$ cat config.mk
export PLATFORM = sky130hd
export DESIGN_NAME = irq_arbiter_flat
export DESIGN_NICKNAME = d
export VERILOG_FILES = /design/src/rtl/irq_pkg.sv /design/src/rtl/irq_arbiter_if.sv /design/src/rtl/irq_prio_enc.sv /design/src/rtl/irq_arbiter.sv /design/src/flat_wrapper.sv
export SDC_FILE = /design/constraint.sdc
export NUM_CORES = 1
export LEC_CHECK = 0
export BUFFER_PORTS_ARGS = -buffer_cell sky130_fd_sc_hd__buf_2
export CORE_ASPECT_RATIO = 0.9
export CORE_MARGIN = 3
export CORE_UTILIZATION = 42
export CTS_BUF_LIST = sky130_fd_sc_hd__clkbuf_16
export DETAILED_ROUTE_END_ITERATION = 12
export GPL_ROUTABILITY_DRIVEN = 0
export PLACE_DENSITY_LB_ADDON = 0.12
export SYNTH_ARGS = -nofsm -noshare
export SYNTH_HDL_FRONTEND = slang
export SYNTH_SLANG_ARGS = --single-unit
$ cat constraint.sdc
create_clock -name CLK -period 2.8 [get_ports CLK]
set_clock_uncertainty 0.15 [all_clocks]
set_input_delay 0.42 -clock CLK [delete_from_list [all_inputs] [get_ports CLK]]
set_output_delay 0.42 -clock CLK [all_outputs]
set_load 0.005 [all_outputs]
$ cat src/rtl/irq_pkg.sv
// Shared constants for the interrupt arbiter: handshake FSM encoding and the
// default vector table layout.
package irq_pkg;

    typedef logic [1:0] irq_state_t;

    localparam irq_state_t IRQ_IDLE    = 2'b00;
    localparam irq_state_t IRQ_REQ     = 2'b01;
    localparam irq_state_t IRQ_ACK     = 2'b10;
    localparam irq_state_t IRQ_SERVICE = 2'b11;

    localparam logic [31:0] VEC_BASE_DEF   = 32'h0000_0100;
    localparam int unsigned VEC_STRIDE_DEF = 32'd4;

endpackage

$ cat src/rtl/irq_arbiter_if.sv
// Peripheral/core-facing signal bundle of the interrupt arbiter. The master
// side drives sources and core handshakes; the slave side is the arbiter.
interface irq_arbiter_if #(
    parameter int NUM_IRQ = 4,
    parameter int IDX_W   = (NUM_IRQ > 1) ? $clog2(NUM_IRQ) : 1,
    parameter int ADDR_W  = 32
) ();

    logic [NUM_IRQ-1:0] irq_src;
    logic [NUM_IRQ-1:0] irq_en;
    logic               irq_status_update;
    logic               irq_context;
    logic               irq_ack_core;
    logic               irq;
    logic               irq_status;
    logic [IDX_W-1:0]   irq_id;
    logic [ADDR_W-1:0]  irq_vector;
    logic [NUM_IRQ-1:0] src_ack;
    logic [NUM_IRQ-1:0] pending;

    modport master (
        output irq_src, irq_en, irq_status_update, irq_context, irq_ack_core,
        input  irq, irq_status, irq_id, irq_vector, src_ack, pending
    );

    modport slave (
        input  irq_src, irq_en, irq_status_update, irq_context, irq_ack_core,
        output irq, irq_status, irq_id, irq_vector, src_ack, pending
    );

endinterface

$ cat src/rtl/irq_prio_enc.sv
// Fixed-priority encoder: lowest set request bit wins.
module irq_prio_enc #(
    parameter int NUM_IRQ = 4,
    parameter int IDX_W   = (NUM_IRQ > 1) ? $clog2(NUM_IRQ) : 1
) (
    input  logic [NUM_IRQ-1:0] req,
    output logic               valid,
    output logic [IDX_W-1:0]   idx
);

    // Scan from the top down so the lowest set index is the last one written.
    always_comb begin
        valid = |req;
        idx   = '0;
        for (int i = NUM_IRQ - 1; i >= 0; i--) begin
            idx = req[i] ? IDX_W'(i) : idx;
        end
    end

endmodule

$ cat src/rtl/irq_arbiter.sv
// Interrupt front-end: per-source pending capture, fixed-priority selection
// and the core take/ack/mret handshake, with fully registered outputs.
module irq_arbiter
    import irq_pkg::*;
#(
    parameter int                  NUM_IRQ    = 4,
    parameter int                  IDX_W      = (NUM_IRQ > 1) ? $clog2(NUM_IRQ) : 1,
    parameter int                  ADDR_W     = 32,
    parameter logic [NUM_IRQ-1:0]  EDGE_MASK  = {NUM_IRQ{1'b0}},
    parameter logic [31:0]         VEC_BASE   = VEC_BASE_DEF,
    parameter int unsigned         VEC_STRIDE = VEC_STRIDE_DEF
) (
    input logic         CLK,
    input logic         RES_N,
    irq_arbiter_if.slave bus
);

    irq_state_t         state_q, state_d;
    logic [NUM_IRQ-1:0] src_q;
    logic [NUM_IRQ-1:0] pending_q, pending_d;
    logic               irq_q, irq_d;
    logic               irq_status_q, irq_status_d;
    logic [IDX_W-1:0]   irq_id_q, irq_id_d;
    logic [ADDR_W-1:0]  irq_vector_q, irq_vector_d;
    logic [NUM_IRQ-1:0] src_ack_q, src_ack_d;

    logic [NUM_IRQ-1:0] cand_s;
    logic               win_valid_s;
    logic [IDX_W-1:0]   win_idx_s;
    logic [NUM_IRQ-1:0] id_onehot_s;
    logic               cur_cand_s;
    logic               ack_fire_s;

    assign cand_s = pending_q & bus.irq_en;

    irq_prio_enc #(
        .NUM_IRQ (NUM_IRQ),
        .IDX_W   (IDX_W)
    ) u_prio_enc (
        .req   (cand_s),
        .valid (win_valid_s),
        .idx   (win_idx_s)
    );

    // Decode the latched winner index into a one-hot select.
    always_comb begin
        id_onehot_s = '0;
        for (int i = 0; i < NUM_IRQ; i++) begin
            id_onehot_s[i] = (irq_id_q == IDX_W'(i));
        end
    end

    assign cur_cand_s = |(cand_s & id_onehot_s);

    // Handshake FSM; the winner is latched only on leaving IDLE, so later
    // higher-priority arrivals never preempt a presented request.
    always_comb begin
        state_d      = state_q;
        irq_id_d     = irq_id_q;
        irq_vector_d = irq_vector_q;
        ack_fire_s   = 1'b0;
        case (state_q)
            IRQ_IDLE: begin
                if (win_valid_s) begin
                    irq_id_d     = win_idx_s;
                    irq_vector_d = ADDR_W'(VEC_BASE)
                                 + ADDR_W'(win_idx_s) * ADDR_W'(VEC_STRIDE);
                    state_d      = IRQ_REQ;
                end else begin
                    state_d = IRQ_IDLE;
                end
            end
            IRQ_REQ: begin
                if (bus.irq_status_update && bus.irq_context) begin
                    state_d = IRQ_ACK;
                end else if (!cur_cand_s) begin
                    state_d = IRQ_IDLE;
                end else begin
                    state_d = IRQ_REQ;
                end
            end
            IRQ_ACK: begin
                if (bus.irq_ack_core) begin
                    ack_fire_s = 1'b1;
                    state_d    = IRQ_SERVICE;
                end else begin
                    state_d = IRQ_ACK;
                end
            end
            IRQ_SERVICE: begin
                if (bus.irq_status_update && !bus.irq_context) begin
                    state_d = IRQ_IDLE;
                end else begin
                    state_d = IRQ_SERVICE;
                end
            end
            default: begin
                state_d = IRQ_IDLE;
            end
        endcase
    end

    // Pending capture: an edge arriving with the clear wins over the clear.
    always_comb begin
        pending_d = '0;
        for (int i = 0; i < NUM_IRQ; i++) begin
            if (EDGE_MASK[i]) begin
                pending_d[i] = (bus.irq_src[i] & ~src_q[i])
                             | (pending_q[i] & ~(ack_fire_s & id_onehot_s[i]));
            end else begin
                pending_d[i] = bus.irq_src[i];
            end
        end
    end

    // Moore outputs derived from the next state.
    always_comb begin
        irq_d        = (state_d == IRQ_REQ);
        irq_status_d = (state_d == IRQ_ACK) || (state_d == IRQ_SERVICE);
        src_ack_d    = ack_fire_s ? id_onehot_s : {NUM_IRQ{1'b0}};
    end

    // State and output registers.
    always_ff @(posedge CLK or negedge RES_N) begin
        if (!RES_N) begin
            state_q      <= IRQ_IDLE;
            src_q        <= '0;
            pending_q    <= '0;
            irq_q        <= 1'b0;
            irq_status_q <= 1'b0;
            irq_id_q     <= '0;
            irq_vector_q <= '0;
            src_ack_q    <= '0;
        end else begin
            state_q      <= state_d;
            src_q        <= bus.irq_src;
            pending_q    <= pending_d;
            irq_q        <= irq_d;
            irq_status_q <= irq_status_d;
            irq_id_q     <= irq_id_d;
            irq_vector_q <= irq_vector_d;
            src_ack_q    <= src_ack_d;
        end
    end

    assign bus.irq        = irq_q;
    assign bus.irq_status = irq_status_q;
    assign bus.irq_id     = irq_id_q;
    assign bus.irq_vector = irq_vector_q;
    assign bus.src_ack    = src_ack_q;
    assign bus.pending    = pending_q;

endmodule

$ cat src/flat_wrapper.sv
// flat-port wrapper written by rule: the top's interface ports become plain ports
module irq_arbiter_flat import irq_pkg::*;
#(
    parameter int                  NUM_IRQ    = 4,
    parameter int                  IDX_W      = (NUM_IRQ > 1) ? $clog2(NUM_IRQ) : 1,
    parameter int                  ADDR_W     = 32,
    parameter logic [NUM_IRQ-1:0]  EDGE_MASK  = {NUM_IRQ{1'b0}},
    parameter logic [31:0]         VEC_BASE   = VEC_BASE_DEF,
    parameter int unsigned         VEC_STRIDE = VEC_STRIDE_DEF
)
  (CLK, RES_N, bus_irq_src, bus_irq_en, bus_irq_status_update, bus_irq_context, bus_irq_ack_core, bus_irq, bus_irq_status, bus_irq_id, bus_irq_vector, bus_src_ack, bus_pending);
  irq_arbiter_if #(.NUM_IRQ(NUM_IRQ), .IDX_W(IDX_W), .ADDR_W(ADDR_W)) bus_i ();
  input logic CLK;
  input logic RES_N;
  input wire logic [$bits(bus_i.irq_src)-1:0] bus_irq_src;
  input wire logic [$bits(bus_i.irq_en)-1:0] bus_irq_en;
  input wire logic [$bits(bus_i.irq_status_update)-1:0] bus_irq_status_update;
  input wire logic [$bits(bus_i.irq_context)-1:0] bus_irq_context;
  input wire logic [$bits(bus_i.irq_ack_core)-1:0] bus_irq_ack_core;
  output wire logic [$bits(bus_i.irq)-1:0] bus_irq;
  output wire logic [$bits(bus_i.irq_status)-1:0] bus_irq_status;
  output wire logic [$bits(bus_i.irq_id)-1:0] bus_irq_id;
  output wire logic [$bits(bus_i.irq_vector)-1:0] bus_irq_vector;
  output wire logic [$bits(bus_i.src_ack)-1:0] bus_src_ack;
  output wire logic [$bits(bus_i.pending)-1:0] bus_pending;
  assign bus_i.irq_src = bus_irq_src;
  assign bus_i.irq_en = bus_irq_en;
  assign bus_i.irq_status_update = bus_irq_status_update;
  assign bus_i.irq_context = bus_irq_context;
  assign bus_i.irq_ack_core = bus_irq_ack_core;
  assign bus_irq = bus_i.irq;
  assign bus_irq_status = bus_i.irq_status;
  assign bus_irq_id = bus_i.irq_id;
  assign bus_irq_vector = bus_i.irq_vector;
  assign bus_src_ack = bus_i.src_ack;
  assign bus_pending = bus_i.pending;
  irq_arbiter #(.NUM_IRQ(NUM_IRQ), .IDX_W(IDX_W), .ADDR_W(ADDR_W), .EDGE_MASK(EDGE_MASK), .VEC_BASE(VEC_BASE), .VEC_STRIDE(VEC_STRIDE)) u_core (.CLK(CLK), .RES_N(RES_N), .bus(bus_i));
endmodule
==> impl_results.md, run 1 <==
- Leakage: 0.507 nW
- Number of distinct library cell variants in the gate-level netlist after synthesis: 25
- Post-CTS clock slew at the launch and capture registers of the worst setup and hold paths: 40 ps
- Most used routing layer: met2
- Fin. max-slew vios: 0
- Seq cells post-synth: 14
- CP Data Required Time: 2770 ps
- CTS sink cnt: 14
- Cell Rows: 14
- Critical path launch point type: flop
- Core outline area: 0.00179 mm^2
- Via count of the first global-routing pass: 472
- FILL cells: 183
- Full die area: 0.00261 mm^2
- Setup Total Neg Slack: 0 ps
- H-tree levels: 1
- Number of top-level pins: 57
- Fraction of final layout cells sized beyond drive strength 1: 34.5%
- Count of unresolved DRC violations after routing: 0
- Kind of critical path: reg -> reg
- Crit. End Element: flop
- Relative area change from synthesis to final layout: 12.6%
- Upper clock frequency limit: 631 MHz
- Met3 Usage GRT: 5.83%
- HP Class: in -> reg
- Total Routed Length: 1.39 mm
- Max cap viols: 0
- Top cells by area in the synthesized netlist: sky130_fd_sc_hd__dfrtp_1, sky130_fd_sc_hd__buf_4, sky130_fd_sc_hd__a2111oi_4
- Die X-Extent: 53.5 um
- Initial detailed-routing violation count: 5
- Post-cts sizing count: 0
- Mean number of vias per cell: 4.20
- HPWL reported at the end of detailed placement: 1.11 mm
- Mean routed wirelength per cell: 10.4 um
- Remaining global-route overflow: 0
- Data arrival at the endpoint of the critical path: 1560 ps
- Number of warning messages in the yosys log: 0
- Number of iterations in the first detailed-routing pass: 4
- Worst setup margin: 1220 ps
- Cell Pwr Density: 818 mW/mm^2
- Netlist Area Pre-Place: 853 um^2
- Final count of negative-setup-slack endpoints: 0
- Cell type contributing the most total cell area after synthesis: sky130_fd_sc_hd__dfrtp_1
- Maximum ir drop on the vdd rail: 0.616 mV
- Number of buffers added by the clock tree synthesis step: 3
- Number of instances in the synthesized netlist: 83
- Fin nets: 124
- Largest net degree at the start of global routing: 15
- Maximum fanout along the worst path: 4
- CTS Root Cell: sky130_fd_sc_hd__clkbuf_16
- GR Util met2: 18.6%
- Routed Antenna Nets: 0
- Starting density of the core: 47.8%
- Number of antenna repair diodes: 0
- Antenna violations before repair: 0
- Hold Violations, Final: 0
- Area share of the leading cell type in the synthesized netlist: 41.1%
- Final critical path time including I/O delays and setup: 1580 ps
- Number of vias in the routed layout: 563
- Height of the die: 48.8 um
- Post-route clock period utilization: 56.6%
- Worst-case setup slack after placement: 1120 ps
- Unrepaired setup endpoints after global routing: false
- Commonest cells after routing, fill and taps aside: sky130_fd_sc_hd__conb_1, sky130_fd_sc_hd__buf_2, sky130_fd_sc_hd__dfrtp_1, sky130_fd_sc_hd__nand2_1, sky130_fd_sc_hd__nor2_1
- Clock latency at the later pin of the worst-skew pair: 240 ps
- Total track usage: 11.5%
- Maximum root-to-sink buffer count: 2
- TritonCTS clock tree: done
- Most common cell after layout, fill and taps aside: sky130_fd_sc_hd__conb_1
- First-pass GRT wire length: 2.20 mm
- Met1 Use GR: 13.3%
- Sequential cell area fraction in the yosys report: 41.1%
- Buffers added on ports: 27
- Mean instance size in the synthesized netlist: 10.3 um^2
- Overall power of the completed layout: 0.786 mW
- Result of the run: finished clean
[cell usage after synthesis]
| cell | instances |
|---|---|
| sky130_fd_sc_hd__a21oi_1 | 2 |
| sky130_fd_sc_hd__nor3b_1 | 1 |
| sky130_fd_sc_hd__nor2_1 | 4 |
| sky130_fd_sc_hd__conb_1 | 1 |
| sky130_fd_sc_hd__mux2_2 | 2 |
| sky130_fd_sc_hd__dfrtp_1 | 14 |
| sky130_fd_sc_hd__nand2b_1 | 1 |
| sky130_fd_sc_hd__inv_1 | 1 |
| sky130_fd_sc_hd__a311oi_2 | 1 |
| sky130_fd_sc_hd__a2111oi_4 | 1 |
| sky130_fd_sc_hd__o21ai_0 | 2 |
| sky130_fd_sc_hd__buf_6 | 1 |
| sky130_fd_sc_hd__nor3_1 | 1 |
| sky130_fd_sc_hd__and2_1 | 1 |
| sky130_fd_sc_hd__and3_2 | 1 |
| sky130_fd_sc_hd__nand3b_4 | 1 |
| sky130_fd_sc_hd__a31oi_1 | 2 |
| sky130_fd_sc_hd__buf_4 | 32 |
| sky130_fd_sc_hd__or2_2 | 2 |
| sky130_fd_sc_hd__a211oi_1 | 1 |
| sky130_fd_sc_hd__a22oi_1 | 1 |
| sky130_fd_sc_hd__a32oi_1 | 1 |
| sky130_fd_sc_hd__nand3_1 | 2 |
| sky130_fd_sc_hd__o32a_1 | 1 |
| sky130_fd_sc_hd__nand2_1 | 6 |
[report_power, final]
group	total, mW	internal [mW]	switching [mW]
Sequential	0.322	0.247	0.0750
Clock	0.263	0.188	0.0748
Combinational	0.201	0.107	0.0947
Total	0.786	0.542	0.245
[registers in the layout (all words and copies together) (netlist names)]
name,flops
u_core.bus.irq,1
u_core.bus.irq_id,1
u_core.bus.irq_status,1
u_core.bus.irq_vector,2
u_core.bus.pending,4
u_core.bus.src_ack,4
u_core.state_q,1
[critical path, stage by stage (launching register included)]
cell and delay [ps]:
sky130_fd_sc_hd__dfrtp_1 420, sky130_fd_sc_hd__a22oi_1 150, sky130_fd_sc_hd__a311oi_2 380, sky130_fd_sc_hd__mux2_2 370
[timing repair]
item                      4_1_cts  5_1_grt
buffers inserted                0        0
hold buffers                    1        0
hold endpoints to repair       14        0
[routing by layer]
| metal | share of wire (%) | vias to the layer above |
|---|---|---|
| li1 | - | 274 |
| met1 | 40 | 254 |
| met2 | 49 | 35 |
| met3 | 11 | 0 |
| met4 | 0 | 0 |
| met5 | 0 | - |
[area by class of cell]
type / instances / area, um^2 / area share (%)
Multi-Input combinational cell: 63 / 353 / 36.7
Sequential cell: 14 / 350 / 36.5
Timing Repair Buffer: 28 / 145 / 15.1
Clock buffer: 3 / 75.1 / 7.81
Tap cell: 24 / 30.0 / 3.12
Clock inverter: 1 / 3.75 / 0.391
Inverter: 1 / 3.75 / 0.391
[through the flow]
stage	cell area (um^2)	util [%]	std cells	hold slack, ps
6_report	961	53.8	134	135
5_1_grt	961	53.8	134	129
4_1_cts	961	53.8	134	128
3_5_place_dp	872	48.8	129	185
3_3_place_gp	872	48.8	129	180
2_1_floorplan	958	-	111	-25.6
[worst paths after layout]
path / from / slack, ps / end / depth (start not counted)
worst max-delay path: u_core.bus.pending[0]$_DFF_PN0_ / 1220 / u_core.bus.irq_id[0]$_DFFE_PN0P_ / 3
worst min-delay path: bus_irq_src[3] / 130 / u_core.bus.pending[3]$_DFF_PN0_ / 1
worst max register to register: u_core.bus.pending[0]$_DFF_PN0_ / 1220 / u_core.bus.irq_id[0]$_DFFE_PN0P_ / 3
worst min register to register: u_core.bus.irq_vector[8]$_DFFE_PN0P_ / 310 / u_core.bus.irq_vector[8]$_DFFE_PN0P_ / 1
max in group asynchronous: RES_N / 1810 / u_core.bus.src_ack[2]$_DFF_PN0_ / 2
min in group asynchronous: RES_N / 450 / u_core.bus.irq_vector[3]$_DFFE_PN0P_ / 2
[cells by family after synthesis]
logic type / after synthesis / synth area share [%]
other: 1 / 0.439
AOI/OAI and AO/OA: 12 / 12.8
muxes: 2 / 2.64
DFF: 14 / 41.1
and+or+nand+nor: 20 / 13.2
buffers and inverters: 34 / 29.9
No activity file was read; power rests on OpenSTA's default activity.
==> run 2, diff against run 1 <==
ABC_AREA = 1   (was default)
CORE_UTILIZATION = 40   (was 42)
clock period = 1.59 ns   (was 2.8 ns; I/O delays follow)
==> impl_results.md, run 2 <==
- Min Hold Slack: 144 ps (+9.14 ps)
- Buffers added on ports: 27 (unchanged)
- Final count of negative-setup-slack endpoints: 0 (unchanged)
- Kind of critical path: reg -> reg
- Post-cts hold buffer count: 5 (+4)
- Via count of the first global-routing pass: 529 (+12%)
- Critical path launch point type: flop
- Initial detailed-routing violation count: 1 (-4)
- Library cell with the highest instance count after synthesis: sky130_fd_sc_hd__buf_4
- Count of unresolved DRC violations after routing: 0 (unchanged)
- Number of buffers added by the clock tree synthesis step: 3 (unchanged)
- Remaining global-route overflow: 0 (unchanged)
- Largest net degree at the start of global routing: 15 (unchanged)
- Cell type contributing the most total cell area after synthesis: sky130_fd_sc_hd__dfrtp_1
- Number of distinct library cell variants in the gate-level netlist after synthesis: 16 (-36%)
- Mean instance size in the synthesized netlist: 8.43 um^2 (-18%)
- Maximum root-to-sink buffer count: 2 (unchanged)
- Post-CTS clock slew at the launch and capture registers of the worst setup and hold paths: 40 ps (about the same)
- Number of warning messages in the yosys log: 0 (unchanged)
- Number of iterations in the first detailed-routing pass: 2 (-2)
- H-tree levels: 1 (unchanged)
- Number of antenna repair diodes: 0 (unchanged)
- Post-cts sizing count: 0 (unchanged)
- Async set-or-reset flop fraction in the synthesized netlist: 100% (unchanged)
- Sequential cell area fraction in the yosys report: 42.0% (+0.92 points)
- Mean routed wirelength per cell: 8.56 um (-17%)
- Fraction of final layout cells sized beyond drive strength 1: 29.5% (-5.0 points)
- CTS sink cnt: 14 (unchanged)
- Relative area change from synthesis to final layout: 20.1%
- Top cells by instance count after synthesis: sky130_fd_sc_hd__buf_4, sky130_fd_sc_hd__nand2_1, sky130_fd_sc_hd__dfrtp_1, sky130_fd_sc_hd__nor2_1, sky130_fd_sc_hd__inv_1
- Overall power of the completed layout: 1.41 mW (+80%)
- HPWL reported at the end of detailed placement: 1.11 mm (+0.21%)
- Commonest cells after routing, fill and taps aside: sky130_fd_sc_hd__conb_1, sky130_fd_sc_hd__buf_2, sky130_fd_sc_hd__nand2_1, sky130_fd_sc_hd__dfrtp_1, sky130_fd_sc_hd__nor2_1
- Instance count after placement with tap cells included: 148 (+15%)
- Setup Total Neg Slack: 0 ps (unchanged)
- TritonCTS clock tree: done
- Seq cells post-synth: 14 (unchanged)
- Top flip-flop cell by instance count after synthesis: sky130_fd_sc_hd__dfrtp_1
- Final critical path time including I/O delays and setup: 1300 ps (-281 ps)
- HP Class: in -> reg
- Fin. max-slew vios: 0 (unchanged)
- Cell Pwr Density: 1410 mW/mm^2 (+72%)
- CTS Root Cell: sky130_fd_sc_hd__clkbuf_16
- Number of top-level pins: 57 (unchanged)
- Core outline area: 0.00195 mm^2 (+9.2%)
- Antenna violations before repair: 0 (unchanged)
- Most common cell after layout, fill and taps aside: sky130_fd_sc_hd__conb_1
- Upper clock frequency limit: 767 MHz (+22%)
- Mean number of vias per cell: 3.80 (-9.5%)
- Max cap viols: 0 (unchanged)
- Leakage: 0.598 nW (+18%)
- Crit. End Element: flop
- Buffer count from post-CTS setup fixing: 0 (unchanged)
- Total Routed Length: 1.34 mm (-3.2%)
- Cell Rows: 15 (+1)
- Starting density of the core: 42.8% (-5.0 points)
- Unrepaired setup endpoints after global routing: false
- Full die area: 0.00267 mm^2 (+2.4%)
- Layout Cells excl Fill: 157 (+17%)
- Number of flops mapped to enable cells by yosys: 0 (unchanged)
- Number of instances in the synthesized netlist: 99 (+19%)
- Fraction of the core area covered by cells at the end of the flow: 51.3% (-2.4 points)
- CP Data Required Time: 1570 ps (-1200 ps)
- Hold Violations, Final: 0 (unchanged)
- Total track usage: 10.6% (-0.91 points)
- Data arrival at the endpoint of the critical path: 1290 ps (-270 ps)
- Maximum fanout along the worst path: 6 (+2)
- Top cells by area in the synthesized netlist: sky130_fd_sc_hd__dfrtp_1, sky130_fd_sc_hd__buf_4, sky130_fd_sc_hd__nand2_1
- Die X-Extent: 54.1 um (+1.2%)
- Post-route clock period utilization: 82.0% (+25 points)
- Maximum ir drop on the vdd rail: 1.05 mV (+71%)
- Result of the run: finished clean
- Height of the die: 49.3 um (+1.2%)
- FILL cells: 207 (+13%)
- Area share of the leading cell type in the synthesized netlist: 42.0% (+0.92 points)
- Number of vias in the routed layout: 597 (+6.0%)
- Clock latency at the later pin of the worst-skew pair: 240 ps (about the same)
- Routed Antenna Nets: 0 (unchanged)
- Fin nets: 146 (+18%)
- First-pass GRT wire length: 2.13 mm (-3.5%)
- Netlist Area Pre-Place: 835 um^2 (-2.2%)
==> run 2: per-stage QoR <==
step,cell area [um^2],worst slack [ps]
3_3_place_gp,873,333
4_1_cts,1000,290
2_1_floorplan,940,411
5_1_grt,1000,180
3_5_place_dp,873,309
6_report,1000,287
==> run 2: cells by family after synthesis <==
group	after synthesis	synth area share [%]
compound gates	6	6.15
buf+inv	42	32.8
flops	14	42.0
other cells	1	0.449
simple gates	36	18.6
==> run 2: critical path: stages (launching register included) <==
cell and delay (ps):
sky130_fd_sc_hd__dfrtp_1 420, sky130_fd_sc_hd__inv_1 80, sky130_fd_sc_hd__nand2_1 100, sky130_fd_sc_hd__nor2_1 50
sky130_fd_sc_hd__nor2_1 100, sky130_fd_sc_hd__nand2_1 70, sky130_fd_sc_hd__nand2_1 60, sky130_fd_sc_hd__nand3_2 60
sky130_fd_sc_hd__nand2_1 60, sky130_fd_sc_hd__inv_1 40
==> run 2: power by group <==
part	switching (mW)	internal (mW)	leakage, nW
sequential	0.0853	0.434	0.173
combinational	0.249	0.184	0.387
clock	0.129	0.331	0.0385
==> run 2: worst paths after layout <==
check / startpoint / to / slack, ps / cells past startpoint
setup / recovery: u_core.bus.irq_id[0]$_DFFE_PN0P_ / u_core.bus.irq$_DFF_PN0_ / 290 / 9
setup reg to reg: u_core.bus.irq_id[0]$_DFFE_PN0P_ / u_core.bus.irq$_DFF_PN0_ / 290 / 9
min in group asynchronous: RES_N / u_core.bus.pending[3]$_DFF_PN0_ / 280 / 2
hold / removal: bus_irq_ack_core / u_core.bus.src_ack[2]$_DFF_PN0_ / 140 / 3
hold reg to reg: u_core.bus.irq_vector[8]$_DFFE_PN0P_ / u_core.bus.irq_vector[8]$_DFFE_PN0P_ / 310 / 2
max in group asynchronous: RES_N / u_core.bus.src_ack[2]$_DFF_PN0_ / 770 / 2
==> run 2: final cells by class <==
cell class                      instances  area (um^2)  share of cell area [%]
Sequential cell                        14          350                    35.0
Multi-Input combinational cell         71          315                    31.5
Timing Repair Buffer                   32          185                    18.5
Clock buffer                            3         75.1                    7.49
Inverter                               11         41.3                    4.12
Tap cell                               25         31.3                    3.12
Clock inverter                          1         3.75                   0.375
==> run 2: routing by layer <==
metal / up-vias / wire (um) / track usage [%]
met5: - / 0 / 0
met4: 0 / 0 / 1.24
met3: 0 / 144 / 4.89
met2: 32 / 658 / 18.1
met1: 261 / 542 / 12.0
li1: 304 / - / -
